==> src/rtl/ras_ctrl.sv <==
// Return address stack controller: speculative push/pop from the fetch bundle,
// in-order commit tracking, and a copy FSM that restores the speculative stack
// from the committed stack after a flush.
module ras_ctrl #(
    parameter int unsigned DEPTH = 16,
    parameter int unsigned PTR_W = 4
) (
    input  logic             clk,
    input  logic             rst,
    input  logic             fetch_valid,
    input  logic             fetch_pause,
    input  logic [1:0]       slot_valid,
    input  logic [1:0]       slot_is_call,
    input  logic [1:0]       slot_is_ret,
    input  logic [63:0]      slot_pc,
    output logic             fetch_ready,
    output logic             pred_valid,
    output logic [31:0]      pred_target,
    output logic [PTR_W-1:0] spec_rd_addr,
    input  logic [31:0]      spec_rd_data,
    output logic             spec_we,
    output logic [PTR_W-1:0] spec_waddr,
    output logic [31:0]      spec_wdata,
    input  logic             cmt_valid,
    input  logic             cmt_is_call,
    input  logic             cmt_is_ret,
    input  logic [31:0]      cmt_pc,
    output logic             cmt_we,
    output logic [PTR_W-1:0] cmt_waddr,
    output logic [31:0]      cmt_wdata,
    output logic [PTR_W-1:0] cp_rd_addr,
    input  logic [31:0]      cp_rd_data,
    input  logic             recover,
    output logic             busy
);

    typedef enum logic [0:0] {StIdle, StCopy} state_e;

    localparam logic [PTR_W:0]   CntMax  = DEPTH[PTR_W:0];
    localparam logic [PTR_W-1:0] IdxLast = PTR_W'(DEPTH - 1);

    state_e           state_q, state_d;
    logic [PTR_W-1:0] spec_top_q, spec_top_d;
    logic [PTR_W-1:0] cmt_top_q, cmt_top_d;
    logic [PTR_W:0]   spec_cnt_q, spec_cnt_d;
    logic [PTR_W:0]   cmt_cnt_q, cmt_cnt_d;
    logic [PTR_W-1:0] copy_idx_q, copy_idx_d;

    logic        accept, act0, act1, act, sel, sel_call, do_call, do_ret, rewind;
    logic [31:0] sel_pc;

    // Pick the oldest slot carrying a call or return; a call flag beats a return flag.
    always_comb begin
        accept   = fetch_valid & ~fetch_pause & (state_q == StIdle) & ~recover;
        act0     = slot_valid[0] & (slot_is_call[0] | slot_is_ret[0]);
        act1     = slot_valid[1] & (slot_is_call[1] | slot_is_ret[1]);
        act      = act0 | act1;
        sel      = ~act0;
        sel_call = slot_is_call[sel];
        sel_pc   = slot_pc[32*sel +: 32];
        do_call  = accept & act & sel_call;
        do_ret   = accept & act & ~sel_call & slot_is_ret[sel];
    end

    // Committed stack update; runs regardless of FSM state.
    always_comb begin
        cmt_we    = cmt_valid & cmt_is_call;
        cmt_waddr = cmt_top_q;
        cmt_wdata = cmt_pc + 32'd8;
        cmt_top_d = cmt_top_q;
        cmt_cnt_d = cmt_cnt_q;
        if (cmt_we) begin
            cmt_top_d = cmt_top_q + 1'b1;
            if (cmt_cnt_q != CntMax) cmt_cnt_d = cmt_cnt_q + 1'b1;
        end else if (cmt_valid && cmt_is_ret && cmt_cnt_q != '0) begin
            cmt_top_d = cmt_top_q - 1'b1;
            cmt_cnt_d = cmt_cnt_q - 1'b1;
        end
    end

    // Speculative push/pop, prediction, and the recovery copy sequencing.
    always_comb begin
        state_d      = state_q;
        spec_top_d   = spec_top_q;
        spec_cnt_d   = spec_cnt_q;
        copy_idx_d   = copy_idx_q;
        spec_we      = 1'b0;
        spec_waddr   = spec_top_q;
        spec_wdata   = sel_pc + 32'd8;
        spec_rd_addr = spec_top_q - 1'b1;
        pred_target  = spec_rd_data;
        pred_valid   = 1'b0;
        cp_rd_addr   = copy_idx_q;
        // A commit landing below the copy cursor must be recopied.
        rewind       = (state_q == StCopy) & cmt_we & (cmt_waddr < copy_idx_q);
        unique case (state_q)
            StIdle: begin
                if (do_call) begin
                    spec_we    = 1'b1;
                    spec_top_d = spec_top_q + 1'b1;
                    if (spec_cnt_q != CntMax) spec_cnt_d = spec_cnt_q + 1'b1;
                end else if (do_ret && spec_cnt_q != '0) begin
                    pred_valid = 1'b1;
                    spec_top_d = spec_top_q - 1'b1;
                    spec_cnt_d = spec_cnt_q - 1'b1;
                end
            end
            StCopy: begin
                spec_we    = 1'b1;
                spec_waddr = copy_idx_q;
                spec_wdata = cp_rd_data;
                if (rewind) begin
                    copy_idx_d = cmt_waddr;
                end else begin
                    copy_idx_d = copy_idx_q + 1'b1;
                    if (copy_idx_q == IdxLast) begin
                        state_d    = StIdle;
                        spec_top_d = cmt_top_d;
                        spec_cnt_d = cmt_cnt_d;
                    end
                end
            end
            default: state_d = StIdle;
        endcase
        if (recover) begin
            state_d    = StCopy;
            copy_idx_d = '0;
        end
    end

    assign busy        = (state_q == StCopy);
    assign fetch_ready = ~busy;

    // State registers with synchronous reset.
    always_ff @(posedge clk) begin
        if (rst) begin
            state_q    <= StIdle;
            spec_top_q <= '0;
            cmt_top_q  <= '0;
            spec_cnt_q <= '0;
            cmt_cnt_q  <= '0;
            copy_idx_q <= '0;
        end else begin
            state_q    <= state_d;
            spec_top_q <= spec_top_d;
            cmt_top_q  <= cmt_top_d;
            spec_cnt_q <= spec_cnt_d;
            cmt_cnt_q  <= cmt_cnt_d;
            copy_idx_q <= copy_idx_d;
        end
    end

endmodule
==> config.mk <==
export PLATFORM = sky130hd
export DESIGN_NAME = ras_ctrl
export DESIGN_NICKNAME = d
export VERILOG_FILES = /design/src/rtl/ras_ctrl.sv
export SDC_FILE = /design/constraint.sdc
export NUM_CORES = 1
export LEC_CHECK = 0
export ABC_AREA = 1
export BUFFER_PORTS_ARGS = -buffer_cell sky130_fd_sc_hd__buf_4
export CAP_MARGIN = 20
export CELL_PAD_IN_SITES_DETAIL_PLACEMENT = 0
export CELL_PAD_IN_SITES_GLOBAL_PLACEMENT = 2
export CORE_ASPECT_RATIO = 0.9
export CORE_MARGIN = 3
export CORE_UTILIZATION = 20
export CTS_BUF_LIST = sky130_fd_sc_hd__clkbuf_2 sky130_fd_sc_hd__clkbuf_4 sky130_fd_sc_hd__clkbuf_8
export CTS_CLUSTER_DIAMETER = 60
export DETAILED_ROUTE_END_ITERATION = 8
export PLACE_DENSITY_LB_ADDON = 0.1
export SLEW_MARGIN = 25
export SYNTH_ARGS = -nofsm -noshare
export SYNTH_HDL_FRONTEND = slang
export SYNTH_SLANG_ARGS = --single-unit
==> constraint.sdc <==
create_clock -name clk -period 2.5 [get_ports clk]
set_input_delay 0.125 -clock clk [delete_from_list [all_inputs] [get_ports clk]]
set_output_delay 0.125 -clock clk [all_outputs]
set_load 0.01 [all_outputs]
==> load_flow_metrics.sql <==
INSERT INTO impl_metrics (metric_group, metric, value, unit) VALUES
('status', 'outcome', 'finished, final reports clean', ''),
('place', 'dpl.hpwl', '17.6', 'mm'),
('floorplanning', 'initial_core_util', '0.205', ''),
('logic_synthesis', 'synth_sequential_area_ratio', '0.0959', ''),
('place', 'placedCellCount', '1359', ''),
('logic_synthesis', 'synthDistinctLibCells', '40', ''),
('logic_synthesis', 'syn_area', '0.00480', 'mm2'),
('logic_synthesis', 'dominant_combinational_cell_family_by_area_after_synthesis', 'simple AND/OR/NAND/NOR gates', ''),
('logic_synthesis', 'netlist_top_cells_count', 'nand2_1, inv_1, nor2_1, nand3_1, o21ai_0', ''),
('global_routing', 'antenna_found_initial', '0', ''),
('clock_tree', 'worstSkewPairLatency', '0.28', 'ns'),
('final_layout', 'final_layout_size_suffix_gt1_frac', '0.284', ''),
('floorplanning', 'ioPinCount', '291', ''),
('global_routing', 'grt_util_all_layers', '0.157', ''),
('global_routing', 'grt_start_max_net_pins', '54', ''),
('final_layout', 'layoutNonFillerInstCount', '1365', ''),
('setup_path', 'worst_path_max_delay_cell', 'o21ai_4', ''),
('setup_path', 'timing_worst_setup_path_type', 'input port to output pin', ''),
('setup_path', 'timing.critical_path.mode_cell', 'nand2_1', ''),
('power_and_ir_drop', 'power_density', '293', 'mW/mm2'),
('sta', 'post-route-period-util', '0.892', ''),
('setup_path', 'cpLargestDelayFamily', 'simple AND/OR/NAND/NOR gates', ''),
('sta', 'setup_viol_count_final', '0', ''),
('clock_tree', 'htree_levels', '1', ''),
('clock_tree', 'cts-buffers-inserted', '3', ''),
('logic_synthesis', 'synth-edff-count', '0', ''),
('clock_tree', 'tritoncts', 'done', ''),
('setup_path', 'cp-start-kind', 'input port', ''),
('logic_synthesis', 'yosys_warnings', '0', ''),
('setup_path', 'path_max_fanout', '25', ''),
('worst_hold_path', 'min_delay_path_depth', '3', ''),
('logic_synthesis', 'synthArstFlopShare', '0', ''),
('sta', 'fin_skew', '0.00354', 'ns'),
('worst_hold_path', 'hold_path_end', 'busy$_SDFF_PP0_', ''),
('setup_path', 'critical_path.endpoint_type', 'output pin', ''),
('worst_hold_path', 'class_of_the_worst_hold_path', 'input port to flip-flop', ''),
('power_and_ir_drop', 'worst_vdd_rail_ir_drop', '0.172', 'mV'),
('setup_path', 'critical_path_buf_inv_count', '3', ''),
('logic_synthesis', 'synthMostInstantiatedCell', 'nand2_1', ''),
('place', 'numPortBuffers', '220', ''),
('final_layout', 'antenna_cells', '0', ''),
('logic_synthesis', 'yosys-top-cells-area', 'nand2_1, dfxtp_1, nand3_1', ''),
('logic_synthesis', 'post-synth-top-area-cell', 'nand2_1', ''),
('sta', 'fin_setup_tns', '0', 'ns'),
('setup_path', 'cell_breakdown_of_the_critical_path', 'buf_4 -> o21ai_4 -> buf_12 -> nand2_1 -> nand2_1 -> nand2_1 -> nor2_1 -> nand2_1 -> nor2_2 -> nand2_1 -> nand2_1 -> nand2_1 -> nand2_1 -> nand2_1 -> buf_4', ''),
('routing', 'vias', '5827', ''),
('routing', 'route.detailed.vias_per_inst', '4.27', ''),
('flow_run', 'max-cap-violations', '0', ''),
('clock_tree', 'clock_path_buffers', '2', ''),
('setup_path', 'worstPathRequired', '2.38', 'ns'),
('setup_path', 'number_of_cell_instances_on_the_worst_register_to_register_path', '13', ''),
('sta', 'tightestPinTransition', '0.589', 'ns'),
('power_and_ir_drop', 'leakage', '3.50', 'nW'),
('sta', 'final.min_clock_period', '2.23', 'ns'),
('clock_tree', 'numClockSinks', '23', ''),
('logic_synthesis', 'synth-compound-area-share', '0.0834', ''),
('logic_synthesis', 'synth-simple-area-share', '0.527', ''),
('setup_path', 'regToRegSetupSlack', '0.34', 'ns'),
('logic_synthesis', 'synth_ff_type', 'dfxtp_1', ''),
('global_routing', 'grt_remaining_overflow', '0', ''),
('sta', 'max-slew-margin-rel', '0.607', ''),
('sta', 'rsz0062_at_grt', 'false', ''),
('logic_synthesis', 'synth_largest_type_area_fraction', '0.247', ''),
('routing', 'routedWlPerCell', '15.7', 'um'),
('clock_tree', 'clock-root-buffer', 'clkbuf_8', ''),
('routing', 'drt_drc_violations_left', '0', ''),
('setup_path', 'rr_startpoint', 'busy$_SDFF_PP0_', ''),
('setup_path', 'cp_slowest_stage_delay', '0.22', 'ns'),
('sta', 'fmax', '0.448', 'GHz'),
('sta', 'timing_hold_violations_final', '0', ''),
('logic_synthesis', 'post_synth_xor_area_fraction', '0.0748', '');
==> worst register-to-register path: stages, from the launching register on <==
cell     delay (ns)
dfxtp_2        0.33
nor2_1         0.09
nand3_1        0.06
inv_1          0.05
nand2_1        0.10
nor2_4         0.20
inv_2          0.10
ha_1           0.27
a21oi_1        0.14
o21ai_0        0.10
xor2_1         0.14
or2_2          0.28
a21oi_1        0.14
nor2_1         0.05
==> cell families after synthesis <==
group,Yosys count
xor+xnor,41
compound gates,74
simple gates,563
flops,23
fa+ha+maj,16
buf+inv,170
==> worst max path at each step <==
stage / to / cells after the start / from / slack, ns
finish: spec_wdata[31] / 15 / slot_is_call[0] / 0.27
global route: spec_cnt_q[4]$_SDFFE_PP0P_ / 17 / busy$_SDFF_PP0_ / 0.01
CTS: spec_wdata[31] / 15 / slot_is_ret[0] / 0.11
detailed placement: spec_cnt_q[3]$_SDFFE_PP0P_ / 13 / slot_is_ret[0] / 0.07
global placement: spec_wdata[31] / 15 / slot_is_ret[0] / 0.05
floorplan: spec_cnt_q[3]$_SDFFE_PP0P_ / 14 / busy$_SDFF_PP0_ / 0.21
==> state kept, by name, indices dropped and copies added, names as in the netlist <==
name,flops
cp_rd_addr,4
busy,1
cmt_cnt_q,5
cmt_waddr,4
spec_cnt_q,5
spec_top_q,4
==> power by group <==
group	switching [W]	internal [W]
logic	0.000699	0.000542
registers	0.0000325	0.000396
clock network	0.000143	0.000125
total	0.000874	0.00106
==> metal layers <==
layer / global-route usage / up-vias / wire, um
met4: 0.0179 / 0 / 198
met5: 0 / - / 0
met1: 0.231 / 2582 / 10700
li1: - / 3089 / -
met3: 0.0199 / 13 / 1030
met2: 0.250 / 143 / 9510
==> layout by cell type (no fill, tap or decap), types with 16 or more instances in the layout <==
master / count
a21oi_1: 20
buf_4: 234
dfxtp_1: 22
inv_1: 100
nand2_1: 316
nand2_2: 23
nand3_1: 77
nand3b_1: 16
nor2_1: 81
o21ai_0: 38
xor2_1: 30
==> timing repair <==
item,4_1_cts,5_1_grt
buffers inserted,0,1
hold buffers,0,0
gates resized for setup,0,5
endpoints found under the setup margin,0,5
==> area by class of cell <==
type	instances	area, um2
clock buffers	4	48.8
fillers	2770	16900
inverters	105	394
multi-input cells	694	3520
flip-flops and latches	23	462
well taps	302	378
repair buffers	237	1820
==> through the flow <==
stage                     worst slack (ns)  utilization  hold slack [ns]  area, um2
final                                0.270        0.282           0.0925       6620
after global routing                0.0129        0.282            0.116       6620
after CTS                            0.108        0.280           0.0846       6570
after detailed placement            0.0664        0.278            0.250       6520
after global placement              0.0523        0.278            0.250       6520
after floorplan                      0.211            -            0.255       4800
(Power assumes the default switching activity.)
